File: src/rtl/prop_meas_pkg.sv
// Shared constants and state encoding for the propagation-delay meter.
package prop_meas_pkg;

  localparam int unsigned STIM_W      = 4;
  localparam int unsigned DEF_CNT_W   = 8;
  localparam int unsigned DEF_TIMEOUT = 200;
  localparam int unsigned DEF_EVT_W   = 16;

  typedef enum logic {
    IDLE    = 1'b0,
    MEASURE = 1'b1
  } meas_state_e;

endpackage

File: src/rtl/sat_counter.sv
// Saturating event counter with synchronous clear; clear beats a same-edge increment.
module sat_counter #(
  parameter int unsigned W = 16
) (
  input  logic         clock,
  input  logic         reset_n,
  input  logic         inc,
  input  logic         clr,
  output logic [W-1:0] count
);

  logic [W-1:0] count_q;

  always_ff @(posedge clock or negedge reset_n) begin
    if (!reset_n) begin
      count_q <= '0;
    end else if (clr) begin
      count_q <= '0;
    end else if (inc && (count_q != {W{1'b1}})) begin
      count_q <= count_q + W'(1);
    end
  end

  assign count = count_q;

endmodule

File: src/rtl/prop_delay_meter.sv
// Measures cycles from a stimulus change until the AND-path output matches the golden
// response; reports per-measurement delay, timeouts, running maximum and event counts.
module prop_delay_meter
  import prop_meas_pkg::*;
#(
  parameter int unsigned CNT_W   = DEF_CNT_W,
  parameter int unsigned TIMEOUT = DEF_TIMEOUT,
  parameter int unsigned EVT_W   = DEF_EVT_W
) (
  input  logic              clock,
  input  logic              reset_n,
  input  logic [STIM_W-1:0] stim,
  input  logic              resp,
  input  logic              clr_stats,
  output logic              busy,
  output logic              meas_valid,
  output logic [CNT_W-1:0]  delay,
  output logic              timeout,
  output logic [CNT_W-1:0]  max_delay,
  output logic [EVT_W-1:0]  meas_count,
  output logic [EVT_W-1:0]  restart_count
);

  localparam logic [CNT_W-1:0] TimeoutCnt = CNT_W'(TIMEOUT);

  meas_state_e       state_q, state_d;
  logic [STIM_W-1:0] stim_q;
  logic [CNT_W-1:0]  cnt_q, cnt_d;
  logic [CNT_W-1:0]  delay_q, delay_d;
  logic [CNT_W-1:0]  max_q, max_d;
  logic              exp_q, exp_d;
  logic              busy_q, busy_d;
  logic              valid_q, valid_d;
  logic              tmo_q, tmo_d;
  logic              meas_inc, restart_inc;
  logic              chg;

  assign chg = (stim != stim_q);

  always_ff @(posedge clock or negedge reset_n) begin
    if (!reset_n) begin
      state_q <= IDLE;
      stim_q  <= '1;
      cnt_q   <= '0;
      delay_q <= '0;
      max_q   <= '0;
      exp_q   <= 1'b0;
      busy_q  <= 1'b0;
      valid_q <= 1'b0;
      tmo_q   <= 1'b0;
    end else begin
      state_q <= state_d;
      stim_q  <= stim;
      cnt_q   <= cnt_d;
      delay_q <= delay_d;
      max_q   <= max_d;
      exp_q   <= exp_d;
      busy_q  <= busy_d;
      valid_q <= valid_d;
      tmo_q   <= tmo_d;
    end
  end

  always_comb begin
    state_d     = state_q;
    cnt_d       = cnt_q;
    delay_d     = delay_q;
    max_d       = max_q;
    exp_d       = exp_q;
    busy_d      = busy_q;
    valid_d     = 1'b0;
    tmo_d       = 1'b0;
    meas_inc    = 1'b0;
    restart_inc = 1'b0;
    unique case (state_q)
      IDLE: begin
        if (chg) begin
          state_d = MEASURE;
          cnt_d   = CNT_W'(1);
          exp_d   = &stim;
          busy_d  = 1'b1;
        end
      end
      MEASURE: begin
        if (chg) begin
          cnt_d       = CNT_W'(1);
          exp_d       = &stim;
          restart_inc = 1'b1;
        end else if (resp == exp_q) begin
          valid_d  = 1'b1;
          delay_d  = cnt_q;
          meas_inc = 1'b1;
          if (cnt_q > max_q) max_d = cnt_q;
          state_d  = IDLE;
          busy_d   = 1'b0;
        end else if (cnt_q == TimeoutCnt) begin
          valid_d  = 1'b1;
          tmo_d    = 1'b1;
          delay_d  = TimeoutCnt;
          meas_inc = 1'b1;
          state_d  = IDLE;
          busy_d   = 1'b0;
        end else begin
          cnt_d = cnt_q + CNT_W'(1);
        end
      end
    endcase
    // A clear on the completion edge wins over the new maximum.
    if (clr_stats) max_d = '0;
  end

  sat_counter #(
    .W (EVT_W)
  ) u_meas_cnt (
    .clock   (clock),
    .reset_n (reset_n),
    .inc     (meas_inc),
    .clr     (clr_stats),
    .count   (meas_count)
  );

  sat_counter #(
    .W (EVT_W)
  ) u_restart_cnt (
    .clock   (clock),
    .reset_n (reset_n),
    .inc     (restart_inc),
    .clr     (clr_stats),
    .count   (restart_count)
  );

  assign busy       = busy_q;
  assign meas_valid = valid_q;
  assign delay      = delay_q;
  assign timeout    = tmo_q;
  assign max_delay  = max_q;

endmodule

File: config.mk
export PLATFORM = sky130hd
export DESIGN_NAME = prop_delay_meter
export DESIGN_NICKNAME = d
export VERILOG_FILES = /design/src/rtl/prop_meas_pkg.sv /design/src/rtl/sat_counter.sv /design/src/rtl/prop_delay_meter.sv
export SDC_FILE = /design/constraint.sdc
export NUM_CORES = 1
export LEC_CHECK = 0
export ABC_AREA = 1
export BUFFER_PORTS_ARGS = -buffer_cell sky130_fd_sc_hd__buf_2
export CORE_MARGIN = 10
export CORE_UTILIZATION = 53
export CTS_CLUSTER_DIAMETER = 60
export DETAILED_ROUTE_END_ITERATION = 10
export GPL_TIMING_DRIVEN = 0
export PLACE_DENSITY_LB_ADDON = 0.15
export RECOVER_POWER = 50
export SLEW_MARGIN = 20
export SYNTH_ARGS = -nofsm -noshare
export SYNTH_HDL_FRONTEND = slang
export SYNTH_HIERARCHICAL = 1
export SYNTH_SLANG_ARGS = --single-unit
File: constraint.sdc
create_clock -name clock -period 2.4 [get_ports clock]
set_input_delay 0.48 -clock clock [delete_from_list [all_inputs] [get_ports clock]]
set_output_delay 0.48 -clock clock [all_outputs]
set_load 0.05 [all_outputs]
**Word level (Yosys, flattened, before mapping)**

Index checks and enable logic that the tools add are counted.

- $add $sub $neg: 3
- $mul: 0
- Divide/modulo/power cells: 0
- Magnitude comparators: 1
- Equality and inequality tests: 11
- Shift-type cells: 0
- Muxes and demuxes: 35
- Bitwise gates (word level): 2
- Reduce and logical (&&, ||, !) cells: 13

Operators with widths:

| kind | number |
|---|---|
| $mux W8 | 11 |
| $mux W16 | 4 |
| $add A16 B1 Y16 const B | 2 |
| $ne A16 B16 Y1 const B | 2 |
| $mux W1 | 17 |
| $pmux W8 S2 | 1 |
| $reduce_bool A2 Y1 | 6 |
| $reduce_and A3 Y1 | 3 |
| $add A8 B1 Y8 const B | 1 |
| $eq A8 B8 Y1 const B | 1 |
| $gt A8 B8 Y1 | 1 |
| $reduce_and A4 Y1 | 2 |
| $ne A2 B2 Y1 const B | 3 |
| $ne A3 B3 Y1 const B | 2 |
| $ne A4 B4 Y1 | 1 |
| $pmux W1 S2 | 2 |
| $ne A3 B1 Y1 const B | 1 |
| $logic_and A1 B1 Y1 | 2 |
| $not A1 Y1 | 2 |
| $eq A1 B1 Y1 | 1 |

- Register bits after elaboration: 65
- Bits in latches: 0
- RAM bits: 0
- Bits in read-only memories: 0
- Bits of input ports: 8
- Output and inout port bits: 51
- Word-level logic and storage cells: 76
- Memories: 0

**Longest topological paths before layout**

Gate-level depths: netlist of run 1.

- Depth after elaboration: 8
- Depth in mapped cells: 13
- Depth with buffers taken out: 12

**Modules after synthesis**

Netlist of run 1, hierarchy kept.

Modules (own cells, without submodules):

| module | instances | cells each | area an instance (um^2) | sequential area each (um^2) |
|---|---|---|---|---|
| sat_counter | 2 | 144 | 1037.2 | 400.4 |
| prop_delay_meter | 1 | 211 | 1800.5 | 830.8 |

**Worst setup path after synthesis of run 1**

Ideal clock, no wire load.

- Kind: reg2reg
- Start: register u_meas_cnt.count_q[1], in the netlist u_meas_cnt/count[1]
- End: register u_meas_cnt.count_q[7], in the netlist u_meas_cnt/count[7]
- Library setup time: 0.066 ns
- Arrival time: 1.799 ns
- Required time: 2.334 ns
- Path slack: 0.535 ns
- Cell stages (with the launch flop): 11
- Path buffers: 1
- Clock period less this slack: 1.865 ns
- Path through: dfrtp_1 -> ha_1 -> nand2_2 -> nor2_4 -> nand2_4 -> o21ai_4 -> nand2_4 -> inv_4 -> buf_12 -> nand2_1 -> nand2_1

- Cells in the longest elaborated chain, start to end: 3
- Elaborated cells between the ends (all ways): 6
- Those cells by class: 1 x add/sub; 1 x eq/ne; 2 x mux; 2 x reduce/logical

RTL lines:

| item | line | source |
|---|---|---|
| start: declaration | sat_counter.sv:12 | `logic [W-1:0] count_q;` |
| start signal: assignment | sat_counter.sv:20 | `count_q <= count_q + W'(1);` |
| $add A16 B1 Y16 or $ne A16 B16 Y1 (tied branches) | sat_counter.sv:20, sat_counter.sv:19 |  |
| $mux W16 or $logic_and A1 B1 Y1 (tied branches) | sat_counter.sv:19 | `end else if (inc && (count_q != {W{1'b1}})) begin` |
| $mux W16 or $reduce_bool A2 Y1 (tied branches) | -- |  |

Parallel ways exist; a longest one is shown, timed or not. The select of a mux whose other input is x is not followed.
A chain may end at the register's enable or synchronous reset.

**Worst setup path in the final report of run 1**

- Start: register stim_q[0]
- End: register u_restart_cnt.count_q[2], in the netlist u_restart_cnt/count[2]

- Cells in the longest elaborated chain, start to end: 5

RTL lines:

| item | line | source |
|---|---|---|
| start: declaration | prop_delay_meter.sv:27 | `logic [STIM_W-1:0] stim_q;` |
| start signal: assignment | prop_delay_meter.sv:53 | `stim_q <= stim;` |
| $ne A4 B4 Y1 | prop_delay_meter.sv:38 | `assign chg = (stim != stim_q);` |
| $mux W1 | prop_delay_meter.sv:85 | `if (chg) begin` |
| $mux W1 | prop_delay_meter.sv:75 | `unique case (state_q)` |
| via restart_inc | prop_delay_meter.sv:35 | `logic meas_inc, restart_inc;` |
| $logic_and A1 B1 Y1 | sat_counter.sv:19 |  |
| $reduce_bool A2 Y1 (no line) | -- |  |
| end signal: assignment | sat_counter.sv:20 |  |
| end: declaration | sat_counter.sv:12 |  |

The timed path passes the listed nets, and every way through them passes these cells.

==> impl_metrics.csv, run 1 <==
group,metric,value,unit
routing,wl,8937,um
setup_path,crit_start,"stim_q[0]",
setup_path,reg2reg_depth,11,
clock_tree,cts_buffer_depth,2,
routing,remaining_drc_errors,0,
timing,layout_min_cycle_time,2.216,ns
clock_tree,cts-resized-gates,0,
timing,max_freq,0.4513,GHz
placement,dp_slack,0.06917,ns
logic_synthesis,synth_area,0.003875,mm2
setup_path,cp.arrival,2.49,ns
power,power_density,576.5,mW/mm2
floorplanning,core-area,0.007176,mm2
global_route,grt_pass1_vias,3382,
setup_path,setup.worst_path.end_class,"flip-flop",
logic_synthesis,ys_ff_latch,65,
logic_synthesis,synthFlopType,"dfrtp_1",
clock_tree,cts_hold_buf,0,
logic_synthesis,synth_edf_count,0,
cells_and_area,seq_area,0.001632,mm2
cells_and_area,num_antenna_cells,0,
setup_path,cp_max_fo,10,
run_status,violations,"capacitance limit, slew limit",
global_route,grt_util_all_layers,0.1668,
power,intPower,1.761,mW
timing,finalHoldViolCount,0,
power,power_frac_seq,0.465,
routing,via_per_inst,5.120,
cells_and_area,fillCellCount,656,
global_route,grt-ovfl-total,0,
cells_and_area,fin_area,0.004458,mm2
cells_and_area,final_util,0.6213,
setup_path,crit_type,"flip-flop to flip-flop",
timing,slew_headroom,-0.06771,
cells_and_area,area_growth_syn_to_layout,15.05,%
power,comb_power_share,0.175,
clock_tree,cts_tree,"built",
timing,setup_ws,0.1843,ns
logic_synthesis,ys.warnings.count,6,
logic_synthesis,seq_area_frac_synth,0.4211,
global_route,grt_antenna_before_repair,0,
logic_synthesis,synthArstFlopShare,1.000,
placement,place_area,0.004312,mm2
logic_synthesis,syn_inst,499,
cells_and_area,multi_input_area,0.001947,mm2
power,swShare,0.3147,
floorplanning,initial_utilization,0.5400,
routing,drtIter0Drc,166,
run,maxCapViolCount,1,
timing,slew_viol_final,32,
power,ir_drop,0.3300,mV
clock_tree,clock-root-buffer,"clkbuf_8",
placement,gp_congestion,0.8639,
timing,fin_tns_setup,0,ns
power,switchingPower,0.8088,mW
cells_and_area,mostFrequentLayoutCells,"nand2_1 (160), dfrtp_1 (61), inv_1 (51), nor2_1 (45)",
clock_tree,cts.sinks,65,
clock_tree,postCtsSetupBuffers,0,
timing,finalCritPeriodShare,0.9232,
routing,wl_per_cell,13.28,um
setup_path,worstReg2RegStart,"stim_q[0]",
floorplanning,num_rows,31,
setup_path,required,2.68,ns
hold_path,hp-class,"primary input to flip-flop",
hold_path,min_from,"stim[0]",
global_route,grt_pass1_wl,15680,um
timing,rsz0062_at_grt,"false",
timing,finalSetupViolCount,0,
cells_and_area,nets,589,
floorplanning,io_pins,59,
routing,vias,3446,
routing,ant_nets,0,
power,clkPwrFrac,0.360,
clock_tree,h-tree-depth,3,
power,p_leak,2.294,nW
floorplanning,fp.dieW,105.5,um
logic_synthesis,synth_fp_nets,519,
hold_path,min_path_cells,1,
floorplanning,dieHeight,105.5,um
setup_path,start_kind,"flip-flop",
timing,whs,0.2682,ns
placement,port_buffers,58,
timing,worstMarginPinSlew,1.602,ns
routing,first_pass_iters,5,
clock_tree,cts_buffers,9,
global_route,grt_max_degree,36,
logic_synthesis,syn_area_per_cell,7.765,um2
floorplanning,die_area,0.01113,mm2
clock_tree,clk_latency,0.34,ns
clock_tree,clkTransAtPathRegs,0.07,ns
cells_and_area,mostFrequentLayoutCell,"nand2_1",
placement,dp_hpwl,6721,um
run_status,status,"finished with violations",
timing,fin_worst_skew,0.01115,ns
logic_synthesis,yosysUniqueCellTypes,31,
cells_and_area,drive_gt1_frac,0.1742,
[kinds of logic (layout without fill, tap and decap cells)]
logic type      Yosys count  count (layout)  synth area share
simple gates            306             306            0.3800
buf+inv                  68             143           0.07652
compound gates           35              35           0.05425
fa+ha+maj                12              12           0.03875
flops                    65              65            0.4211
xor+xnor                 13              13           0.02938
[area by class of cell]
cell class	instances	area share
repair buffers	59	0.06006
clock buffers	13	0.03340
well taps	99	0.02779
multi-input cells	366	0.4367
plain buffers	7	0.01403
inverters	61	0.05248
clock inverters	3	0.009543
flip-flops and latches	65	0.3660
[synthesized netlist by cell type, types with 5 or more instances]
cell type	count	share of area
nor3_1	5	0.0065
nand2_4	6	0.017
nand2_2	9	0.015
xor2_1	9	0.020
o21ai_0	10	0.013
ha_1	12	0.039
nand4_1	27	0.044
nor2_4	9	0.026
nand2_1	160	0.15
nor2_1	45	0.044
dfrtp_1	61	0.39
inv_1	51	0.049
inv_2	8	0.0077
a21oi_1	9	0.012
nand3_1	37	0.048
o21ai_1	9	0.012
[final timing paths]
kind	end	slack [ns]
max in group asynchronous	stim_q[3]	0.48
min in group asynchronous	max_delay[2]	0.53
worst max-delay path	u_restart_cnt/count[2]	0.18
worst max register to register	u_restart_cnt/count[2]	0.18
worst min-delay path	stim_q[0]	0.27
worst min register to register	delay[4]	0.49
[metal layers]
| layer | part of all wire | GRT usage | routed length [um] |
|---|---|---|---|
| met1 | 0.46 | 0.2064 | 4089 |
| met2 | 0.48 | 0.2729 | 4301 |
| met3 | 0.055 | 0.04324 | 493 |
| met4 | 0.0058 | 0.06480 | 52 |
| met5 | 0 | 0 | 0 |
[registers in the layout, summed over array words and instances, names as in the netlist]
signal,flops
stim_q,4
delay,8
max_delay,8
u_meas_cnt/count,16
cnt_q,8
exp_q,1
meas_valid,1
u_restart_cnt/count,16
timeout,1
state_q,1
busy,1
[critical path, stage by stage, from the launching register on]
cell	delay, ns
dfstp_2	0.53
nand2_1	0.05
nand2_1	0.09
nor2_4	0.05
nand2_1	0.17
inv_2	0.14
nor2_1	0.26
inv_1	0.10
nor2_1	0.24
buf_2	0.29
nand4_1	0.12
nand2_1	0.10
[power by group through the flow]
stage / clock [mW] / sequential (mW) / combinational, mW
detailed placement: 0 / 1.21 / 0.472
global route: 1.00 / 1.20 / 0.493
finish: 0.924 / 1.20 / 0.450
CTS: 0.945 / 1.19 / 0.473
global placement: 0 / 1.21 / 0.459
floorplan: 0 / 1.36 / 0.188
[per-stage QoR]
stage	total power [mW]	cells
6_report	2.570	673
5_1_grt	2.697	673
4_1_cts	2.612	673
3_5_place_dp	1.686	657
3_3_place_gp	1.671	656
2_1_floorplan	1.545	499
No activity file was read; power rests on OpenSTA's default activity.
==> run 2: changes to the inputs <==
Settings changed: CORE_ASPECT_RATIO set to 0.75, CORE_UTILIZATION 53 to 55.
==> impl_metrics.csv, run 2 (same netlist as run 1, synthesis figures left out) <==
group,metric,value,unit
run_status,status,"finished with violations",
run_status,violations,"capacitance limit, slew limit",
timing,fin_tns_setup,0,ns
routing,drtIter0Drc,305,
cells_and_area,mostFrequentLayoutCells,"nand2_1 (160), dfrtp_1 (61), inv_1 (51), nor2_1 (44), nand3_1 (37)",
power,intPower,1.894,mW
routing,remaining_drc_errors,0,
clock_tree,clk_latency,0.34,ns
setup_path,cp_max_fo,10,
clock_tree,cts_buffers,9,
timing,finalSetupViolCount,0,
setup_path,critPathSlowestCell,"dfrtp_1",
floorplanning,core-area,0.006832,mm2
power,comb_power_share,0.168,
clock_tree,h-tree-depth,3,
setup_path,setup.worst_path.end_class,"flip-flop",
routing,ant_nets,0,
routing,wl,9205,um
timing,finalHoldViolCount,0,
floorplanning,die_area,0.01084,mm2
clock_tree,cts_tree,"built",
power,switchingPower,0.8110,mW
clock_tree,clkTransAtPathRegs,0.07,ns
power,clkPwrFrac,0.390,
placement,dp_slack,0.1803,ns
timing,max_freq,0.4573,GHz
floorplanning,num_rows,26,
clock_tree,cts_hold_buf,0,
timing,slew_headroom,-0.03181,
placement,place_area,0.004293,mm2
clock_tree,postCtsSetupBuffers,0,
power,p_leak,2.320,nW
cells_and_area,area_growth_syn_to_layout,15.98,%
clock_tree,clock-root-buffer,"clkbuf_8",
power,swShare,0.2998,
global_route,grt_pass1_wl,15810,um
routing,vias,3512,
setup_path,crit_chain,"inv_1 -> ha_1 -> nand3_2 -> nor2_4 -> nor2_4 -> nor2_8 -> inv_1 -> nor2_2 -> clkbuf_4 -> nand4_1 -> nand2_1",
timing,worstMarginPinSlew,1.548,ns
placement,port_buffers,58,
timing,whs,0.2673,ns
timing,slew_viol_final,29,
timing,layout_min_cycle_time,2.187,ns
timing,rsz0062_at_grt,"false",
global_route,grt_antenna_before_repair,0,
power,power_frac_seq,0.442,
routing,via_per_inst,5.337,
global_route,grt-ovfl-total,0,
floorplanning,initial_utilization,0.5672,
cells_and_area,num_antenna_cells,0,
floorplanning,io_pins,59,
setup_path,required,2.68,ns
setup_path,max_stage_delay,0.43,ns
placement,dp_cells,642,
floorplanning,fp.dieW,116.9,um
clock_tree,cts.sinks,65,
cells_and_area,post_layout_nonfiller_instances,658,
global_route,grt_pass1_vias,3396,
global_route,grt_util_all_layers,0.1780,
power,power_density,601.9,mW/mm2
setup_path,critPathTopFamily,"simple AND/OR/NAND/NOR gates",
routing,wl_per_cell,13.99,um
floorplanning,dieHeight,92.69,um
run,maxCapViolCount,1,
clock_tree,cts_buffer_depth,2,
hold_path,hp-class,"primary input to flip-flop",
placement,gp_congestion,0.8312,
power,ir_drop,0.3885,mV
setup_path,crit_type,"flip-flop to flip-flop",
setup_path,cp.arrival,2.46,ns
cells_and_area,fin_area,0.004494,mm2
cells_and_area,mostFrequentLayoutCell,"nand2_1",
setup_path,start_kind,"flip-flop",
timing,finalCritPeriodShare,0.9111,
timing,setup_ws,0.2133,ns
cells_and_area,nets,589,
cells_and_area,drive_gt1_frac,0.1812,
routing,first_pass_iters,5,
global_route,grt_max_degree,38,
timing,fin_worst_skew,0.007707,ns
placement,dp_hpwl,6757,um
setup_path,path_buf_inv,3,
-- run 2: cell count changes in the layout (fill, tap and decap cells not counted), sizes merged --
cell,change
clkbuf,-2
bufinv,+1
clkinv,+1
-- run 2: power groups by stage --
stage          sequential [mW]  clock (mW)  combinational, mW
6_report                  1.20        1.05              0.455
5_1_grt                   1.20        1.15              0.499
4_1_cts                   1.19        1.09              0.471
3_5_place_dp              1.21           0              0.470
3_3_place_gp              1.21           0              0.457
2_1_floorplan             1.36           0              0.188
-- run 2: path summary, 6_finish.rpt --
kind | cells past startpoint | from | to | slack, ns
setup / recovery | 11 | cnt_q[0] | u_meas_cnt/count[8] | 0.21
hold / removal | 1 | stim[3] | stim_q[3] | 0.27
setup reg to reg | 11 | cnt_q[0] | u_meas_cnt/count[8] | 0.21
hold reg to reg | 2 | delay[1] | delay[1] | 0.50
max in group asynchronous | 2 | reset_n | stim_q[2] | 0.94
min in group asynchronous | 1 | reset_n | max_delay[3] | 0.51
-- run 2: worst reg2reg max path, cell delays in order (launching register included) --
cell and delay, ns:
dfrtp_1 0.43, inv_1 0.18, ha_1 0.19, nand3_2 0.11, nor2_4 0.19, nor2_4 0.07, nor2_8 0.21, inv_1 0.09
nor2_2 0.19, clkbuf_4 0.25, nand4_1 0.10, nand2_1 0.10
-- run 2: routing by layer --
layer	routed length (um)	up-vias	global-route usage
li1	-	1740	-
met1	4333	1658	0.2346
met2	4132	106	0.2726
met3	682	8	0.06834
met4	56	0	0.03491
met5	0	-	0
-- run 2: what timing repair did --
action                     in CTS  in global routing
setup endpoints to repair       0                 10
resized for setup               0                  2
hold endpoints to repair        0                  0
-- run 2: layout make-up --
cell class | instances | area [um2]
fillers | 605 | 2337
clock inverters | 5 | 77.57
well taps | 84 | 105.1
plain buffers | 7 | 65.06
flip-flops and latches | 65 | 1632
clock buffers | 11 | 151.4
repair buffers | 59 | 280.3
multi-input cells | 366 | 1949
inverters | 61 | 234.0
-- run 2: stage by stage --
| step | utilization | total power, mW |
|---|---|---|
| after detailed placement | 0.6284 | 1.681 |
| after global placement | 0.6251 | 1.667 |
| after CTS | 0.6619 | 2.753 |
| after floorplan | - | 1.545 |
| final | 0.6579 | 2.705 |
| after global routing | 0.6579 | 2.849 |
